--- src/rtl/spi_master_ctrl_if.sv ---
// Host-side register-access bus of the SPI master sequencer.
// The host drives the request fields; the sequencer returns status and read data.
interface spi_master_ctrl_if;
  logic       req;
  logic       rw;
  logic [6:0] addr;
  logic [7:0] wdata;
  logic       ready;
  logic       busy;
  logic       done;
  logic [7:0] rdata;

  modport master (
    output req, rw, addr, wdata,
    input  ready, busy, done, rdata
  );

  modport slave (
    input  req, rw, addr, wdata,
    output ready, busy, done, rdata
  );
endinterface

--- src/rtl/spi_master_ctrl.sv ---
// SPI master sequencer: one 16-bit mode-0 frame {addr, rw, data} per accepted request,
// read data returned with a one-cycle done pulse.
module spi_master_ctrl #(
  parameter int unsigned CLK_DIV  = 4,
  parameter int unsigned CS_SETUP = 2,
  parameter int unsigned CS_IDLE  = 4
) (
  input  logic                clk_i,
  input  logic                reset_i,
  spi_master_ctrl_if.slave    bus,
  output logic                cs_n_o,
  output logic                sclk_o,
  output logic                mosi_o,
  input  logic                miso_i
);

  typedef enum logic [2:0] {StIdle, StSetup, StShift, StHold, StGap} state_e;

  localparam logic [15:0] DivLast   = 16'(CLK_DIV - 1);
  localparam logic [15:0] SetupLast = 16'(CS_SETUP - 1);
  localparam logic [15:0] IdleLast  = 16'(CS_IDLE - 1);

  state_e      state_q;
  logic [15:0] div_q;
  logic [3:0]  bit_q;
  logic [14:0] tx_q;   // frame bits still to send after the one on mosi
  logic [7:0]  rx_q;
  logic        rw_q;
  logic        cs_n_q, sclk_q, mosi_q, done_q, busy_q;
  logic [7:0]  rdata_q;

  always_ff @(posedge clk_i) begin
    if (reset_i) begin
      state_q <= StIdle;
      div_q   <= '0;
      bit_q   <= '0;
      tx_q    <= '0;
      rx_q    <= '0;
      rw_q    <= 1'b0;
      cs_n_q  <= 1'b1;
      sclk_q  <= 1'b0;
      mosi_q  <= 1'b0;
      done_q  <= 1'b0;
      busy_q  <= 1'b0;
      rdata_q <= '0;
    end else begin
      done_q <= 1'b0;
      div_q  <= div_q + 16'd1;
      unique case (state_q)
        StIdle: begin
          div_q <= '0;
          if (bus.req) begin
            tx_q    <= {bus.addr[5:0], bus.rw, bus.rw ? 8'h00 : bus.wdata};
            mosi_q  <= bus.addr[6];
            rw_q    <= bus.rw;
            bit_q   <= '0;
            busy_q  <= 1'b1;
            cs_n_q  <= 1'b0;
            state_q <= StSetup;
          end
        end
        StSetup: begin
          if (div_q == SetupLast) begin
            div_q   <= '0;
            state_q <= StShift;
          end
        end
        StShift: begin
          if (div_q == DivLast) begin
            div_q <= '0;
            if (!sclk_q) begin
              sclk_q <= 1'b1;
              rx_q   <= {rx_q[6:0], miso_i};
            end else begin
              sclk_q <= 1'b0;
              // Last falling edge leaves mosi on bit 0 and closes the frame.
              if (bit_q == 4'd15) begin
                state_q <= StHold;
              end else begin
                bit_q  <= bit_q + 4'd1;
                mosi_q <= tx_q[14];
                tx_q   <= {tx_q[13:0], 1'b0};
              end
            end
          end
        end
        StHold: begin
          if (div_q == DivLast) begin
            div_q   <= '0;
            cs_n_q  <= 1'b1;
            mosi_q  <= 1'b0;
            done_q  <= 1'b1;
            state_q <= StGap;
            if (rw_q) rdata_q <= rx_q;
          end
        end
        StGap: begin
          if (div_q == IdleLast) begin
            div_q   <= '0;
            busy_q  <= 1'b0;
            state_q <= StIdle;
          end
        end
        default: state_q <= StIdle;
      endcase
    end
  end

  assign bus.ready = (state_q == StIdle);
  assign bus.busy  = busy_q;
  assign bus.done  = done_q;
  assign bus.rdata = rdata_q;
  assign cs_n_o    = cs_n_q;
  assign sclk_o    = sclk_q;
  assign mosi_o    = mosi_q;

endmodule

--- src/flat_wrapper.sv ---
// flat-port wrapper written by rule: the top's interface ports become plain ports
module spi_master_ctrl_flat 
#(
  parameter int unsigned CLK_DIV  = 4,
  parameter int unsigned CS_SETUP = 2,
  parameter int unsigned CS_IDLE  = 4
)
  (clk_i, reset_i, cs_n_o, sclk_o, mosi_o, miso_i, bus_req, bus_rw, bus_addr, bus_wdata, bus_ready, bus_busy, bus_done, bus_rdata);
  spi_master_ctrl_if bus_i ();
  input  logic clk_i;
  input  logic reset_i;
  output logic cs_n_o;
  output logic sclk_o;
  output logic mosi_o;
  input  logic miso_i;
  input wire logic [$bits(bus_i.req)-1:0] bus_req;
  input wire logic [$bits(bus_i.rw)-1:0] bus_rw;
  input wire logic [$bits(bus_i.addr)-1:0] bus_addr;
  input wire logic [$bits(bus_i.wdata)-1:0] bus_wdata;
  output wire logic [$bits(bus_i.ready)-1:0] bus_ready;
  output wire logic [$bits(bus_i.busy)-1:0] bus_busy;
  output wire logic [$bits(bus_i.done)-1:0] bus_done;
  output wire logic [$bits(bus_i.rdata)-1:0] bus_rdata;
  assign bus_i.req = bus_req;
  assign bus_i.rw = bus_rw;
  assign bus_i.addr = bus_addr;
  assign bus_i.wdata = bus_wdata;
  assign bus_ready = bus_i.ready;
  assign bus_busy = bus_i.busy;
  assign bus_done = bus_i.done;
  assign bus_rdata = bus_i.rdata;
  spi_master_ctrl #(.CLK_DIV(CLK_DIV), .CS_SETUP(CS_SETUP), .CS_IDLE(CS_IDLE)) u_core (.clk_i(clk_i), .reset_i(reset_i), .bus(bus_i), .cs_n_o(cs_n_o), .sclk_o(sclk_o), .mosi_o(mosi_o), .miso_i(miso_i));
endmodule
--- config.mk ---
export PLATFORM = sky130hd
export DESIGN_NAME = spi_master_ctrl_flat
export DESIGN_NICKNAME = d
export VERILOG_FILES = /design/src/rtl/spi_master_ctrl_if.sv /design/src/rtl/spi_master_ctrl.sv /design/src/flat_wrapper.sv
export SDC_FILE = /design/constraint.sdc
export NUM_CORES = 1
export LEC_CHECK = 0
export ABC_AREA = 1
export CAP_MARGIN = 10
export CORE_AREA = 5 5 60 115
export CTS_BUF_LIST = sky130_fd_sc_hd__clkbuf_16
export DETAILED_ROUTE_END_ITERATION = 8
export DIE_AREA = 0 0 65 120
export GPL_TIMING_DRIVEN = 0
export PLACE_DENSITY = 0.74
export SLEW_MARGIN = 20
export SYNTH_ARGS = -nofsm -noshare
export SYNTH_HDL_FRONTEND = slang
export SYNTH_SLANG_ARGS = --single-unit
--- constraint.sdc ---
create_clock -name clk_i -period 1.5 [get_ports clk_i]
set_clock_uncertainty 0.05 [all_clocks]
set_input_delay 0.225 -clock clk_i [delete_from_list [all_inputs] [get_ports clk_i]]
set_output_delay 0.225 -clock clk_i [all_outputs]
set_load 0.03 [all_outputs]
==> impl_metrics.toml, run 1 <==
[run_status]
status = "complete, but fails checks"
violations = "setup timing"

[worst_setup_path]
path_class = "register to register"
cp_max_fo = 6
crit_start = "u_core.div_q[4]"
worstPathArrival_ns = 1.86
worstSetupEndpointType = "register"
r2r_start = "u_core.div_q[4]"
start_kind = "register"
worstPathRequired_ns = 1.67

[logic_synthesis]
ys_seq_elements = 60
synth_compound_area_share_pct = 13.3
async_flop_share_pct = 0
synthXorXnorAreaFrac_pct = 3.98
yosys.area.top_type = "dfxtp_1"
synth_flop_cell = "dfxtp_1"
synth_commonest_cells = "nand2_1 (91), nor2_1 (74), dfxtp_1 (60), inv_1 (43), a21oi_1 (28)"
avgSynthCellArea_um2 = 6.96
synth_top_family_by_area = "simple AND/OR/NAND/NOR gates"
ys_types = 33
synth_top_cells_by_area = "dfxtp_1 (42%), nand2_1 (12%), nor2_1 (9.7%)"
syn-num-nets = 434
netlist_area_um2 = 2860
synthSimpleGateAreaFrac_pct = 30.0
yosysMostFrequentCell = "nand2_1"
synth_top_area_share_pct = 42.0
syn_inst = 411
synth_edf_count = 0
ys_warn_count = 0
synth_mux_area_share_pct = 0
synthAdderAreaFrac_pct = 1.31
ys_seq_area_share_pct = 42.0

[worst_hold_path]
min_from = "reset_i"
min_path_type = "input pin to register"

[sta]
finalHoldViolCount = 0
setup_ws_ns = -0.198
worst_slew_pin_slew_ns = 0.635
fin_crit_sh_pct = 113
grt_setup_unrepaired = "true"
max_slew_margin_pct = 57.7
setup_viol = 46
whs_ns = 0.289
maxSlewViolCount = 0
fmax_ghz = 0.589
period_needed_ns = 1.70

[floorplan]
ios = 34
core_um2 = 5960
fp.dieW_um = 65
start_util_pct = 48.0
dieArea_um2 = 7800
die_h_um = 120
core.rowCount = 40

[clocking]
h-tree-depth = 3
cts_buffers = 9
clk_path_buf_depth = 2
cts_tree = "done"
clock_sinks = 60
cts.clk_slew.worst_paths_ns = 0.05
ctsRootBufferMaster = "clkbuf_16"
clk_latency_ns = 0.33

[route]
drt_iter0_drc = 93
detail_route.vias_per_cell = 5.29
wirelength_mm = 7.78
drcViolationCount = 0
wl_per_cell_um = 14.3
ant_nets = 0
first_pass_iters = 4
via_count = 2874

[finish]
synthToLayoutAreaGrowth_pct = 46.1
finish.utilization_pct = 70.2
diodes = 0
final_cells = 543
nFillCells = 460
drive_above_1_share_pct = 32.7
nets = 498

[grt]
grt_pass1_vias = 2954
grt_pass1_wl_mm = 12.6
grt-ovfl-total = 0
grt_max_degree = 12
antenna_found_initial = 0
grt_usage_pct = 20.8

[pwr]
ir_worst_vdd_mv = 1.21
powerDensity_nw_per_um2 = 1560
p_leak_nw = 1.77

[placement]
portBuffers = 32
gp_congestion = 0.852
dp.cells = 506
dp_hpwl_mm = 4.88

[job]
drv_cap = 0
logic make-up after synthesis:
logic type               Yosys count
flip-flops                        60
adder cells (fa/ha/maj)            3
AND/OR/NAND/NOR                  205
XOR/XNOR                          13
AO/OA/AOI/OAI                     68
buffers and inverters             62
power breakdown:
group	internal, mW	switching [mW]	total, mW
Clock	1.62	0.728	2.34
Sequential	1.79	0.141	1.93
Combinational	0.941	1.32	2.26
Total	4.35	2.19	6.54
critical path, cell delays in order, from the launching register on:
cell and delay [ns]:
dfxtp_2 0.34, nor2_1 0.15, nand2_2 0.11, nor2_4 0.11
nand2_4 0.10, buf_4 0.16, a21oi_4 0.22, nand3_2 0.13
nor2_2 0.15, nor2_1 0.07
repair_timing:
| item | CTS | global route |
|---|---|---|
| gates cloned | 2 | 1 |
| setup buffers | 18 | 0 |
| pin swaps | 22 | 25 |
| endpoints found under the setup margin | 68 | 58 |
| hold buffers | 0 | 0 |
| resized for setup | 91 | 69 |
final cells by class:
cell class | instances | area [µm²] | area share [%]
timing repair buffer | 53 | 500 | 12.0
buffer | 15 | 124 | 2.96
tap | 63 | 78.8 | 1.89
multi-input combinational | 289 | 1720 | 41.1
clock buffer | 9 | 225 | 5.39
clock inverter | 7 | 115 | 2.75
sequential | 60 | 1240 | 29.6
inverter | 47 | 184 | 4.40
state kept, by name (all words and copies together) (netlist names):
register and count:
u_core.tx_q 15, u_core.bus.rdata 8, u_core.mosi_o 1, u_core.rw_q 1, u_core.sclk_o 1, u_core.bit_q 4
u_core.bus.busy 1, u_core.rx_q 8, u_core.bus.done 1, u_core.state_q 3, u_core.cs_n_o 1, u_core.div_q 16
per-stage QoR:
stage	worst slack [ns]	power [mW]	TNS, ns	area (µm²)
after floorplan	-0.0437	3.09	-0.517	2890
after global placement	-0.263	3.47	-9.62	3290
after detailed placement	-0.274	3.50	-10.59	3290
after CTS	-0.159	6.22	-3.75	3980
after global routing	-0.317	6.87	-10.86	4180
final	-0.198	6.54	-4.87	4180
cells in the final DEF (no fill, tap or decap), drive strengths merged:
master / netlist / layout
a21oi: 28 / 28
a31o: 1 / 1
buf: 10 / 30
bufinv: 0 / 3
clkbuf: 5 / 16
clkdlybuf4s50: 0 / 18
clkinv: 0 / 1
clkinvlp: 0 / 1
dfxtp: 60 / 60
dlygate4sd2: 0 / 13
ha: 3 / 3
inv: 47 / 49
nand2: 95 / 95
nand3: 19 / 19
nand3b: 1 / 1
nand4: 4 / 4
nor2: 77 / 77
nor3: 5 / 5
nor3b: 1 / 1
nor4: 1 / 1
o211ai: 1 / 1
o21a: 1 / 1
o21ai: 35 / 35
o21bai: 1 / 1
o311ai: 1 / 1
or2: 2 / 2
xor2: 13 / 13
routing by layer:
layer  share of wire, %  vias to the layer above  track usage, %
li1                   -                     1436               -
met1                 35                     1341            19.4
met2                 57                       71            37.8
met3                3.7                       26            4.78
met4                4.3                        0            15.4
met5                  0                        -               0
worst paths after layout:
check | end | slack (ns) | cells after the start
worst max-delay path | u_core.state_q[0] | -0.20 | 9
worst max register to register | u_core.state_q[0] | -0.20 | 9
worst min register to register | u_core.tx_q[4] | 0.41 | 2
worst min-delay path | u_core.bit_q[2] | 0.29 | 2
Note: power is estimated with default switching activity, not from simulation.
==> run 2: changes to the inputs <==
--- a/config.mk
+++ b/config.mk
@@ -6,13 +6,14 @@
 export NUM_CORES = 1
 export LEC_CHECK = 0
 export ABC_AREA = 1
-export CAP_MARGIN = 10
-export CORE_AREA = 5 5 60 115
+export CAP_MARGIN = 20
+export CORE_AREA = 2 2 57 112
 export CTS_BUF_LIST = sky130_fd_sc_hd__clkbuf_16
 export DETAILED_ROUTE_END_ITERATION = 8
-export DIE_AREA = 0 0 65 120
+export DIE_AREA = 0 0 59 114
 export GPL_TIMING_DRIVEN = 0
 export PLACE_DENSITY = 0.74
+export SKIP_LAST_GASP = 1
 export SLEW_MARGIN = 20
 export SYNTH_ARGS = -nofsm -noshare
 export SYNTH_HDL_FRONTEND = slang
==> run 2 against run 1 <==
Against the previous run: the run still ends with setup timing left; worst setup slack got worse by 0.058 ns; register-to-register slack got worse by 0.06 ns; highest routed layer unchanged; die area decreased by 14%.
==> impl_metrics.toml, run 2 (synthesis gave the netlist of run 1 again) <==
[run_status]
status = "complete, but fails checks"
violations = "setup timing"

[worst_setup_path]
worstPathArrival_ns = 1.90
worstSetupEndpointType = "register"
start_kind = "register"
cp_max_fo = 8
worstPathRequired_ns = 1.64
path_class = "register to register"

[sta]
period_needed_ns = 1.76
maxSlewViolCount = 0
finalSetupTns_ns = -8.51
max_slew_margin_pct = 50.6
grt_setup_unrepaired = "true"
fmax_ghz = 0.569
worst_slew_pin_slew_ns = 0.741
setup_viol = 55
finalHoldViolCount = 0
setup_ws_ns = -0.256
fin_crit_sh_pct = 117

[floorplan]
core_um2 = 5910
die_h_um = 114
fp.dieW_um = 59
core.rowCount = 40
ios = 34
dieArea_um2 = 6730
start_util_pct = 48.5

[route]
first_pass_iters = 5
detail_route.vias_per_cell = 5.53
drt_iter0_drc = 221
via_count = 3091
wirelength_mm = 8.75
drcViolationCount = 0
wl_per_cell_um = 15.6
ant_nets = 0

[finish]
final_common_cell = "nand2_1"
finish.utilization_pct = 74.8
nets = 514
final_cells = 559
largest_register = "u_core.div_q"
diodes = 0
drive_above_1_share_pct = 36.7
synthToLayoutAreaGrowth_pct = 54.4
reg_top3 = "u_core.div_q (16), u_core.tx_q (15)"
final_cell_mix = "nand2_1 (68), nor2_1 (52), dfxtp_1 (43), inv_1 (38), buf_4 (26)"
largest_reg_flops = 16

[clocking]
cts_buffers = 9
h-tree-depth = 3
clock_sinks = 60
clk_path_buf_depth = 2
cts.clk_slew.worst_paths_ns = 0.05
clk_latency_ns = 0.34
cts_tree = "done"
ctsRootBufferMaster = "clkbuf_16"

[placement]
dp_hpwl_mm = 4.27
gp_congestion = 0.864
dp.cells = 506
dp_slack_ns = -0.287
portBuffers = 32

[grt]
antenna_found_initial = 0
grtUsageMet1_pct = 28.3
grtUsageMet2_pct = 39.9
grt_most_used_layer = "met2"
grt_pass1_vias = 2764
grt_pass1_wl_mm = 12.4
grt_usage_pct = 24.2
grt-ovfl-total = 0
met3_usage_pct = 6.24
grt_max_degree = 12

[job]
drv_cap = 0

[pwr]
p_leak_nw = 1.91
powerDensity_nw_per_um2 = 1590
p_total_mw = 7.04
ir_worst_vdd_mv = 1.10

[worst_hold_path]
min_path_type = "input pin to register"
run 2: changes by cell type in the layout (fill, tap and decap cells not counted), sizes merged:
cell and delta:
buf +18, clkbuf -2, inv -2, bufinv +1, clkinvlp +1
run 2: cell type report:
type | instances | area [µm²]
multi-input cells | 289 | 1800
fillers | 398 | 1490
flip-flops and latches | 60 | 1230
repair buffers | 69 | 637
clock buffers | 9 | 225
inverters | 47 | 186
clock inverters | 7 | 139
plain buffers | 15 | 120
well taps | 63 | 78.8
run 2: repair_timing:
action                                  in CTS  in global routing
hold buffers                                 0                  0
gates resized for setup                    115                 78
cloned                                       4                  2
setup buffers                               23                  9
pin swaps                                   26                 20
endpoints found under the setup margin      68                 58
run 2: final timing paths:
check	from	endpoint	slack [ns]	cells after the start
max	u_core.div_q[9]	u_core.bit_q[2]	-0.26	11
min	reset_i	u_core.tx_q[2]	0.39	2
max reg2reg	u_core.div_q[9]	u_core.bit_q[2]	-0.26	11
min reg2reg	u_core.rx_q[7]	u_core.rx_q[7]	0.41	2
run 2: report_power, final:
part	switching [mW]	total [mW]	internal, mW	leakage, nW
sequential	0.147	1.93	1.79	0.497
clock	0.767	2.55	1.78	0.169
combinational	1.49	2.56	1.07	1.24
total	2.41	7.04	4.64	1.91
run 2: per-stage QoR:
stage / cell area (µm²) / hold WS (ns)
after global placement: 3290 / 0.399
final: 4420 / 0.388
after CTS: 4130 / 0.341
after global routing: 4420 / 0.408
after floorplan: 2890 / 0.361
after detailed placement: 3290 / 0.401
run 2: worst max-delay path, stage by stage (launching register included):
cell and delay, ns:
dfxtp_4 0.34, nor2_1 0.09, nand2_1 0.10, nor2_4 0.15, nand2_4 0.12, nand2_4 0.11, nand2_4 0.06, nor2_4 0.22
inv_4 0.08, buf_12 0.16, nand2_1 0.06, a21oi_1 0.05
run 2: routing by layer:
layer	up-vias	wire [µm]
met3	38	458
met1	1460	3450
met2	126	4490
met4	0	348
li1	1467	-
met5	-	0
==> run 3: changes to the inputs <==
--- a/config.mk
+++ b/config.mk
@@ -7,13 +7,12 @@
 export LEC_CHECK = 0
 export ABC_AREA = 1
 export CAP_MARGIN = 20
-export CORE_AREA = 2 2 57 112
+export CORE_AREA = 10 10 65 120
 export CTS_BUF_LIST = sky130_fd_sc_hd__clkbuf_16
 export DETAILED_ROUTE_END_ITERATION = 8
-export DIE_AREA = 0 0 59 114
+export DIE_AREA = 0 0 75 130
 export GPL_TIMING_DRIVEN = 0
 export PLACE_DENSITY = 0.74
-export SKIP_LAST_GASP = 1
 export SLEW_MARGIN = 20
 export SYNTH_ARGS = -nofsm -noshare
 export SYNTH_HDL_FRONTEND = slang
==> run 3 against run 2 <==
Against the previous run: the run still ends with setup timing left; via count shrank 4.9%; largest power group unchanged; fmax shrank 0.72%; sequential power about the same; combinational power is 3% lower; wire length shrank 4.6%; sequential share of layout area is 0.72 points higher; core utilization fell by 2.3 points; critical path depth unchanged; register-to-register slack hardly changed.
==> impl_metrics.toml, run 3 (synthesis gave the netlist of run 1 again) <==
[clocking]
h-tree-depth = 3
clock_sinks = 60
ctsRootBufferMaster = "clkbuf_16"
clk_path_buf_depth = 2
clk_latency_ns = 0.34
cts_buffers = 9
cts_hold_buffers = 0
cts.clk_slew.worst_paths_ns = 0.06
cts_tree = "done"

[pwr]
ir_worst_vdd_mv = 1.12
seqPwrFrac_pct = 29.1
p_leak_nw = 1.83
internal_power_mw = 4.28
p_sw_share_pct = 35.9
p_comb_share_pct = 37.3
powerDensity_nw_per_um2 = 1550
p_sw_mw = 2.40
clkPwrFrac_pct = 33.6
p_total_mw = 6.68

[worst_setup_path]
worstSetupEndpointType = "register"
reg2reg_slack_ns = -0.27
start_kind = "register"
crit_start = "u_core.div_q[7]"
rr_worst_depth = 11
worstPathArrival_ns = 1.91
worstPathRequired_ns = 1.64
cp_max_fo = 8
path_class = "register to register"
r2r_start = "u_core.div_q[7]"
r2r_end = "u_core.bit_q[1]"

[route]
drcViolationCount = 0
drt-met1-wl_mm = 3.06
wirelength_mm = 8.35
first_pass_iters = 4
ant_nets = 0
wl_met2_mm = 4.62
drt_iter0_drc = 170
dr_wl_met3_um = 269
detail_route.vias_per_cell = 5.33
top_layer = "met4"
wl_per_cell_um = 15.1
via_count = 2938

[job]
drv_cap = 0

[sta]
max_slew_margin_pct = 53.7
fin_crit_sh_pct = 118
setup_ws_ns = -0.269
fmax_ghz = 0.565
setup_viol = 49
maxSlewViolCount = 0
worst_slew_pin_slew_ns = 0.694
grt_setup_unrepaired = "true"
finalHoldViolCount = 0
period_needed_ns = 1.77

[grt]
grt_max_degree = 13
antenna_found_initial = 0
grt_pass1_vias = 2996
grt_pass1_wl_mm = 13.1
grt_usage_pct = 17.6
grt-ovfl-total = 0

[finish]
final_cell_mix = "nand2_1 (69), nor2_1 (44), dfxtp_1 (42), inv_1 (37), buf_4 (21)"
diodes = 0
final_cells = 551
final_common_cell = "nand2_1"
final_cell_area_um2 = 4320
nFillCells = 441
drive_above_1_share_pct = 36.7
synthToLayoutAreaGrowth_pct = 50.9
nets = 506
reg_top3 = "u_core.div_q (16), u_core.tx_q (15)"
finish.utilization_pct = 72.5
largest_reg_flops = 16
largest_register = "u_core.div_q"

[placement]
placed_area_um2 = 3290
gp_congestion = 0.879
portBuffers = 32
dp_hpwl_mm = 5.02
dp.cells = 506

[floorplan]
fp.dieW_um = 75
core.rowCount = 40
ios = 34
core_um2 = 5960
die_h_um = 130
start_util_pct = 48.0
dieArea_um2 = 9750

[worst_hold_path]
hold_depth = 2
min_path_type = "input pin to register"
worstHoldEndpoint = "u_core.tx_q[3]"
min_from = "reset_i"

[run_status]
violations = "setup timing"
status = "complete, but fails checks"
run 3: changes by cell type in the layout (fill, tap and decap cells not counted), moves of 4 or more:
| cell | previous run | this run |
|---|---|---|
| a21oi_1 | 13 | 17 |
| buf_4 | 26 | 21 |
| a21oi_2 | 14 | 10 |
| nor2_1 | 52 | 44 |
| nor2_2 | 10 | 16 |
run 3: power by group through the flow:
stage	Sequential [mW]	Combinational [mW]	Clock [mW]
after detailed placement	1.95	1.55	0
final	1.94	2.49	2.25
after global placement	1.95	1.53	0
after CTS	1.93	2.14	2.26
after floorplan	1.97	1.12	0
after global routing	1.96	2.68	2.32
run 3: how the worst max path moves through the flow:
stage / slack, ns / endpoint / cells past startpoint
CTS: -0.13 / u_core.tx_q[3] / 11
global route: -0.33 / u_core.bit_q[1] / 11
global placement: -0.30 / u_core.div_q[4] / 11
detailed placement: -0.30 / u_core.tx_q[7] / 11
floorplan: -0.04 / u_core.bit_q[3] / 11
finish: -0.27 / u_core.bit_q[1] / 11
run 3: routing by layer:
layer  GRT usage (%)  vias up
li1                -     1444
met1            16.4     1399
met2            31.4       66
met3            5.25       29
met4            11.7        0
met5               0        -
run 3: area by class of cell:
cell class | instances | area (µm²) | share of cell area, %
multi-input cells | 289 | 1810 | 41.8
flip-flops and latches | 60 | 1240 | 28.7
repair buffers | 61 | 566 | 13.1
clock buffers | 9 | 225 | 5.21
inverters | 47 | 184 | 4.26
plain buffers | 15 | 120 | 2.78
clock inverters | 7 | 101 | 2.35
well taps | 63 | 78.8 | 1.83
run 3: worst max-delay path: stages, from the launching register on:
cell and delay, ns:
dfxtp_4 0.36, nor2_4 0.11, nand2_2 0.10, nor2_4 0.17
nand2_4 0.13, nand2_4 0.11, nand2_4 0.06, nor2_4 0.20
inv_4 0.07, buf_12 0.16, nand2_4 0.05, a21oi_2 0.05
run 3: timing repair:
action | 4_1_cts | 5_1_grt
pin swaps | 18 | 27
hold endpoints to repair | 0 | 0
gates cloned | 4 | 0
buffers inserted | 22 | 5
gates resized for setup | 126 | 67
endpoints found under the setup margin | 68 | 56
run 3: metrics by stage:
| stage | worst slack (ns) | hold slack (ns) | TNS, ns |
|---|---|---|---|
| global route | -0.327 | 0.369 | -13.39 |
| floorplan | -0.0437 | 0.361 | -0.517 |
| global placement | -0.296 | 0.398 | -11.06 |
| finish | -0.269 | 0.351 | -9.73 |
| detailed placement | -0.295 | 0.404 | -10.65 |
| CTS | -0.134 | 0.324 | -3.86 |
